File: src/rtl/dispense_pkg.sv
// Shared types and default constants for the inlet dispense sequencer.
package dispense_pkg;

    localparam int VOL_W_D       = 8;
    localparam int SETTLE_W_D    = 16;
    localparam int PUMP_PERIOD_D = 4;
    localparam int VALVE_DLY_D   = 3;
    localparam int FIFO_DEPTH_D  = 4;

    typedef enum logic [2:0] {
        IDLE   = 3'd0,
        OPEN   = 3'd1,
        PUMP   = 3'd2,
        CLOSE  = 3'd3,
        SETTLE = 3'd4,
        DONE   = 3'd5
    } state_e;

    typedef struct packed {
        logic [VOL_W_D-1:0]    strokes;
        logic [SETTLE_W_D-1:0] settle;
    } cmd_t;

    function automatic int imax(input int a, input int b);
        return (a > b) ? a : b;
    endfunction

endpackage

File: src/rtl/dispense_cmd_fifo.sv
// Synchronous command queue; flush has priority over push and pop.
module dispense_cmd_fifo
    import dispense_pkg::*;
#(
    parameter int  DEPTH = FIFO_DEPTH_D,
    parameter type T     = cmd_t
) (
    input  logic                   clk,
    input  logic                   rst_n,
    input  logic                   push,
    input  logic                   pop,
    input  logic                   flush,
    input  T                       wdata,
    output T                       rdata,
    output logic                   full,
    output logic                   empty,
    output logic [$clog2(DEPTH):0] level
);
    localparam int AW = $clog2(DEPTH);
    localparam int LW = AW + 1;

    T               mem [DEPTH];
    logic [AW-1:0]  wptr, rptr;
    logic           do_push, do_pop;

    assign full    = (level == LW'(DEPTH));
    assign empty   = (level == '0);
    assign do_push = push && !full && !flush;
    assign do_pop  = pop && !empty && !flush;
    assign rdata   = mem[rptr];

    always_ff @(posedge clk or negedge rst_n) begin
        if (!rst_n) begin
            wptr  <= '0;
            rptr  <= '0;
            level <= '0;
        end else if (flush) begin
            wptr  <= '0;
            rptr  <= '0;
            level <= '0;
        end else begin
            if (do_push) wptr <= wptr + AW'(1);
            if (do_pop)  rptr <= rptr + AW'(1);
            level <= level + LW'(do_push) - LW'(do_pop);
        end
    end

    always_ff @(posedge clk) begin
        if (do_push) mem[wptr] <= wdata;
    end

endmodule

File: src/rtl/inlet_dispense_ctrl.sv
// Inlet valve / stepper pump sequencer: runs queued stroke+settle commands one at a time.
module inlet_dispense_ctrl
    import dispense_pkg::*;
#(
    parameter int VOL_W       = VOL_W_D,
    parameter int SETTLE_W    = SETTLE_W_D,
    parameter int PUMP_PERIOD = PUMP_PERIOD_D,
    parameter int VALVE_DLY   = VALVE_DLY_D,
    parameter int FIFO_DEPTH  = FIFO_DEPTH_D
) (
    input  logic                        clk,
    input  logic                        rst_n,
    input  logic                        cmd_valid,
    output logic                        cmd_ready,
    input  logic [VOL_W-1:0]            cmd_strokes,
    input  logic [SETTLE_W-1:0]         cmd_settle,
    input  logic                        abort,
    output logic                        valve_open,
    output logic                        pump_step,
    output logic                        busy,
    output logic                        done,
    output logic                        aborted,
    output logic [VOL_W-1:0]            strokes_done,
    output logic [$clog2(FIFO_DEPTH):0] fifo_level
);
    localparam int CNT_W = imax(SETTLE_W, $clog2(imax(PUMP_PERIOD, VALVE_DLY) + 1));

    typedef struct packed {
        logic [VOL_W-1:0]    strokes;
        logic [SETTLE_W-1:0] settle;
    } cmd_w_t;

    state_e             state, state_n;
    logic [CNT_W-1:0]   cnt, cnt_n;
    cmd_w_t             cur, cur_n, head, wcmd;
    logic               pend, pend_n;
    logic [VOL_W-1:0]   sd_n;
    logic               step_n, pop, full, empty;

    assign cmd_ready = !full && !abort;
    assign wcmd      = '{strokes: cmd_strokes, settle: cmd_settle};

    dispense_cmd_fifo #(.DEPTH(FIFO_DEPTH), .T(cmd_w_t)) u_fifo (
        .clk   (clk),
        .rst_n (rst_n),
        .push  (cmd_valid && cmd_ready),
        .pop   (pop),
        .flush (abort),
        .wdata (wcmd),
        .rdata (head),
        .full  (full),
        .empty (empty),
        .level (fifo_level)
    );

    always_comb begin
        state_n = state;
        cnt_n   = cnt;
        cur_n   = cur;
        pend_n  = pend;
        sd_n    = strokes_done;
        step_n  = 1'b0;
        pop     = 1'b0;
        unique case (state)
            // DONE dispatches directly so the next command opens right after the pulse
            IDLE, DONE: begin
                pend_n  = 1'b0;
                state_n = IDLE;
                if (!empty && !abort) begin
                    pop   = 1'b1;
                    cur_n = head;
                    sd_n  = '0;
                    if (head.strokes == '0) begin
                        state_n = SETTLE;
                        cnt_n   = CNT_W'(head.settle);
                    end else begin
                        state_n = OPEN;
                        cnt_n   = CNT_W'(VALVE_DLY);
                    end
                end
            end
            OPEN, PUMP: begin
                if (abort) begin
                    state_n = CLOSE;
                    cnt_n   = CNT_W'(VALVE_DLY);
                    pend_n  = 1'b1;
                end else if (cnt == CNT_W'(1)) begin
                    if (state == PUMP && strokes_done == cur.strokes) begin
                        state_n = CLOSE;
                        cnt_n   = CNT_W'(VALVE_DLY);
                    end else begin
                        state_n = PUMP;
                        cnt_n   = CNT_W'(PUMP_PERIOD);
                        step_n  = 1'b1;
                        sd_n    = strokes_done + VOL_W'(1);
                    end
                end else begin
                    cnt_n = cnt - CNT_W'(1);
                end
            end
            CLOSE: begin
                pend_n = pend || abort;
                if (cnt == CNT_W'(1)) begin
                    if (pend_n || cur.settle == '0) begin
                        state_n = DONE;
                    end else begin
                        state_n = SETTLE;
                        cnt_n   = CNT_W'(cur.settle);
                    end
                end else begin
                    cnt_n = cnt - CNT_W'(1);
                end
            end
            SETTLE: begin
                // a zero settle still spends one cycle here
                if (abort) begin
                    state_n = DONE;
                    pend_n  = 1'b1;
                end else if (cnt <= CNT_W'(1)) begin
                    state_n = DONE;
                end else begin
                    cnt_n = cnt - CNT_W'(1);
                end
            end
            default: state_n = IDLE;
        endcase
    end

    always_ff @(posedge clk or negedge rst_n) begin
        if (!rst_n) begin
            state        <= IDLE;
            cnt          <= '0;
            cur          <= '0;
            pend         <= 1'b0;
            strokes_done <= '0;
            valve_open   <= 1'b0;
            pump_step    <= 1'b0;
            busy         <= 1'b0;
            done         <= 1'b0;
            aborted      <= 1'b0;
        end else begin
            state        <= state_n;
            cnt          <= cnt_n;
            cur          <= cur_n;
            pend         <= pend_n;
            strokes_done <= sd_n;
            valve_open   <= (state_n == OPEN) || (state_n == PUMP);
            pump_step    <= step_n;
            busy         <= (state_n != IDLE);
            done         <= (state_n == DONE);
            aborted      <= (state_n == DONE) && pend_n;
        end
    end

endmodule

File: config.mk
export PLATFORM = sky130hd
export DESIGN_NAME = inlet_dispense_ctrl
export DESIGN_NICKNAME = d
export VERILOG_FILES = /design/src/rtl/dispense_pkg.sv /design/src/rtl/dispense_cmd_fifo.sv /design/src/rtl/inlet_dispense_ctrl.sv
export SDC_FILE = /design/constraint.sdc
export NUM_CORES = 1
export LEC_CHECK = 0
export CORE_MARGIN = 2
export CORE_UTILIZATION = 59
export CTS_BUF_LIST = sky130_fd_sc_hd__clkbuf_16
export DETAILED_ROUTE_END_ITERATION = 8
export GPL_TIMING_DRIVEN = 0
export PLACE_DENSITY = 0.79
export SYNTH_ARGS = -nofsm -noshare
export SYNTH_HDL_FRONTEND = slang
export SYNTH_SLANG_ARGS = --single-unit
File: constraint.sdc
create_clock -name clk -period 2.9 [get_ports clk]
set_input_delay 0.435 -clock clk [delete_from_list [all_inputs] [get_ports clk]]
set_output_delay 0.435 -clock clk [all_outputs]
set_load 0.05 [all_outputs]
==> out/qor.yml <==
yosys:
  synth_common_cells: "edfxtp_1, dfrtp_1, nor2_1, mux2_2"
  postSynthCellCount: 506
  synth-main-ff-cell: "edfxtp_1"
  syn_area_um2: 7226
  synth_top_area_share_pct: 39.90
  synth_area_per_cell_um2: 14.28
  synthMuxAreaShare_pct: 12.17
  synth_edf_count: 96
  syn_nets: 544
  ys_types: 69
  synth_compound_area_share_pct: 9.489
  synth-simple-area-share_pct: 8.952
  netlist.top_cell.by_area: "edfxtp_1"
  synthArstFlopShare_pct: 40.00
  synth-adder-area-share_pct: 1.835
  synth.most_common_cell: "edfxtp_1"
  synthTopCellsByArea: "edfxtp_1, dfrtp_1, mux4_2, mux2_2, mux4_1"
  synth-seq-cells: 160
  synth_top_family_by_area: "multiplexers"
  yosysSeqAreaShare_pct: 62.06
  synthXorXnorAreaFrac_pct: 2.545
  ys_warn_count: 0
worst_setup_path:
  cp-start-kind: "flop"
  cp_top_family: "compound AO/OA/AOI/OAI gates"
  cp.depth: 11
  critical_path_buf_inv_count: 4
  worstPathMaxFanout: 10
  crit_chain: "inv_1, ha_1, and4_1, clkbuf_1, a31oi_1, o22a_1, buf_2, clkinvlp_4, a21oi_1, o22ai_1, o21bai_1"
  critical_path_class: "reg2reg"
  crit_slowest_cell: "dfrtp_1"
  required_ps: 3210
  endpoint_kind: "flop"
  crit_path_max_incr_delay_ps: 390
  ff2ff_path_depth: 11
  arrival_ps: 3070
outcome:
  status: "finished, final reports clean"
route:
  drtIter0Drc: 414
  avgViaCountPerCell: 6.286
  ant_nets: 0
  vias: 4589
  wire_per_inst_um: 20.91
  drc: 0
  drt_wl_total_um: 15260
  drtPass1Iterations: 5
grt:
  grt_max_degree: 41
  grtUsageTotal_pct: 25.41
  antenna_found_initial: 0
  grt_pass1_vias: 4568
  grt.overflow.total: 0
  grt_pass1_wl_um: 24960
placement:
  gp_congestion: 0.9150
  pre_cts_slack_ps: -318.2
  io_buffers: 44
  hpwl_um: 10390
  dp.cells: 698
timing:
  slew_viol_final: 0
  fin_skew_ps: 14.02
  fmax_mhz: 362.9
  tightest_slew_ps: 1237
  min_period_ps: 2755
  hold_violations: 0
  rsz0062_at_grt: "no"
  finalCritPeriodShare_pct: 95.02
  max_slew_margin_pct: 17.57
  fin_ws_ps: 144.5
  timing.hold.ws_ps: 5.920
  setup_viol: 0
floorplan:
  die_w_um: 114.7
  die_h_um: 114.7
  core_region_area_um2: 11960
  fp-row-count: 40
  dieArea_um2: 13150
  ioPinCount: 45
  start_util_pct: 60.41
layout:
  syn_to_final_growth_pct: 17.21
  regArea_um2: 4484
  fillers: 768
  fin_cells: 730
  drive_above_1_share_pct: 18.01
  fin_nets: 609
  multiInputGateArea_um2: 2570
  diodes: 0
power_and_ir_drop:
  vdd_drop_max_v: 0.0005778
  powerDensity_nw_per_um2: 808.5
  leakage_nw: 3.195
clock_tree:
  cts_buffer_depth: 2
  clock-sinks: 160
  ctsRootBufferMaster: "clkbuf_16"
  insertion_delay_ps: 430
  cts_tree: "yes"
  path_clk_slew_ps: 60
  numCtsBuffers: 17
  ctsHtreeMaxLevel: 4
run:
  cap_violations: 0
min_path:
  min_path_type: "in2async"
## flip-flops by register name, summed over array words and instances (netlist names)
name          cells
aborted           1
u_fifo.rptr       2
pend              1
cnt              16
pump_step         1
strokes_done      8
u_fifo.mem       96
cur              24
done              1
u_fifo.level      3
valve_open        1
state             3
u_fifo.wptr       2
busy              1
## cells in the final DEF, fill, tap and decap left out, types with 10 or more instances in the layout
| master | count |
|---|---|
| o21ai_0 | 13 |
| a21oi_1 | 17 |
| inv_1 | 27 |
| nand2_1 | 23 |
| a22o_1 | 10 |
| clkbuf_16 | 17 |
| clkdlybuf4s50_1 | 42 |
| mux2_2 | 25 |
| nor2_1 | 35 |
| edfxtp_1 | 96 |
| mux4_2 | 17 |
| dfrtp_1 | 64 |
| clkbuf_1 | 10 |
| xor2_1 | 16 |
## where the power goes
group / internal (W) / switching, W
clock: 0.00117 / 0.000888
combinational: 0.000736 / 0.000953
sequential: 0.00278 / 0.000318
total: 0.00469 / 0.00216
## metal layers
metal	vias to the layer above	part of all wire (%)	GRT usage, %	routed length, um
li1	2085	-	-	-
met2	185	48	39.61	7352
met5	-	0	0	0
met1	2285	43	35.47	6634
met3	34	5.9	6.247	900
met4	0	2.5	8.699	376
## timing repair
| action | in CTS | in global routing |
|---|---|---|
| pin swaps | 0 | 1 |
| buffers inserted | 0 | 2 |
| endpoints found under the setup margin | 15 | 67 |
| endpoints found under the hold margin | 0 | 0 |
| hold buffers | 0 | 0 |
| gates resized for setup | 3 | 12 |
## final timing paths
check | from | end | slack, ps
max in group asynchronous | rst_n | cur[0]$_DFFE_PN0P_ | 2280
min in group clk | cnt[8]$_DFFE_PN0P_ | cnt[8]$_DFFE_PN0P_ | 520
setup reg to reg | cnt[1]$_DFFE_PN0P_ | cnt[14]$_DFFE_PN0P_ | 140
hold reg to reg | cnt[8]$_DFFE_PN0P_ | cnt[8]$_DFFE_PN0P_ | 520
hold / removal | rst_n | pend$_DFF_PN0_ | 6
setup / recovery | cnt[1]$_DFFE_PN0P_ | cnt[14]$_DFFE_PN0P_ | 140
## area by class of cell
| class | count | share of cell area (%) |
|---|---|---|
| plain buffers | 22 | 1.315 |
| clock inverters | 14 | 1.374 |
| flip-flops and latches | 160 | 52.95 |
| multi-input cells | 296 | 30.34 |
| repair buffers | 47 | 5.540 |
| clock buffers | 17 | 5.023 |
| inverters | 27 | 1.285 |
| well taps | 147 | 2.172 |
## worst reg2reg max path, delay by kind of cell, from the launching register on
family	cells	cell delay (ps)
AO/OA/AOI/OAI	5	1080
adder cells (fa/ha/maj)	1	190
buffers and inverters	4	810
flip-flops	1	390
AND/OR/NAND/NOR	1	170
## through the flow
stage | util (%) | setup TNS, ps | total power [W] | cell area, um^2
3_5_place_dp | 65.81 | -26950 | 0.004751 | 7871
4_1_cts | 70.37 | 0 | 0.006800 | 8417
3_3_place_gp | 65.68 | -64160 | 0.004693 | 7856
6_report | 70.81 | 0 | 0.006848 | 8469
2_1_floorplan | - | 0 | 0.004243 | 7232
5_1_grt | 70.81 | 0 | 0.007183 | 8469
## cell families after synthesis
| logic type | after synthesis |
|---|---|
| muxes | 52 |
| buffers and inverters | 50 |
| and+or+nand+nor | 122 |
| adders and majority gates | 10 |
| DFF | 160 |
| xor gates and xnor gates | 21 |
| AOI/OAI and AO/OA | 91 |
Power figures use the tool's default switching activity.
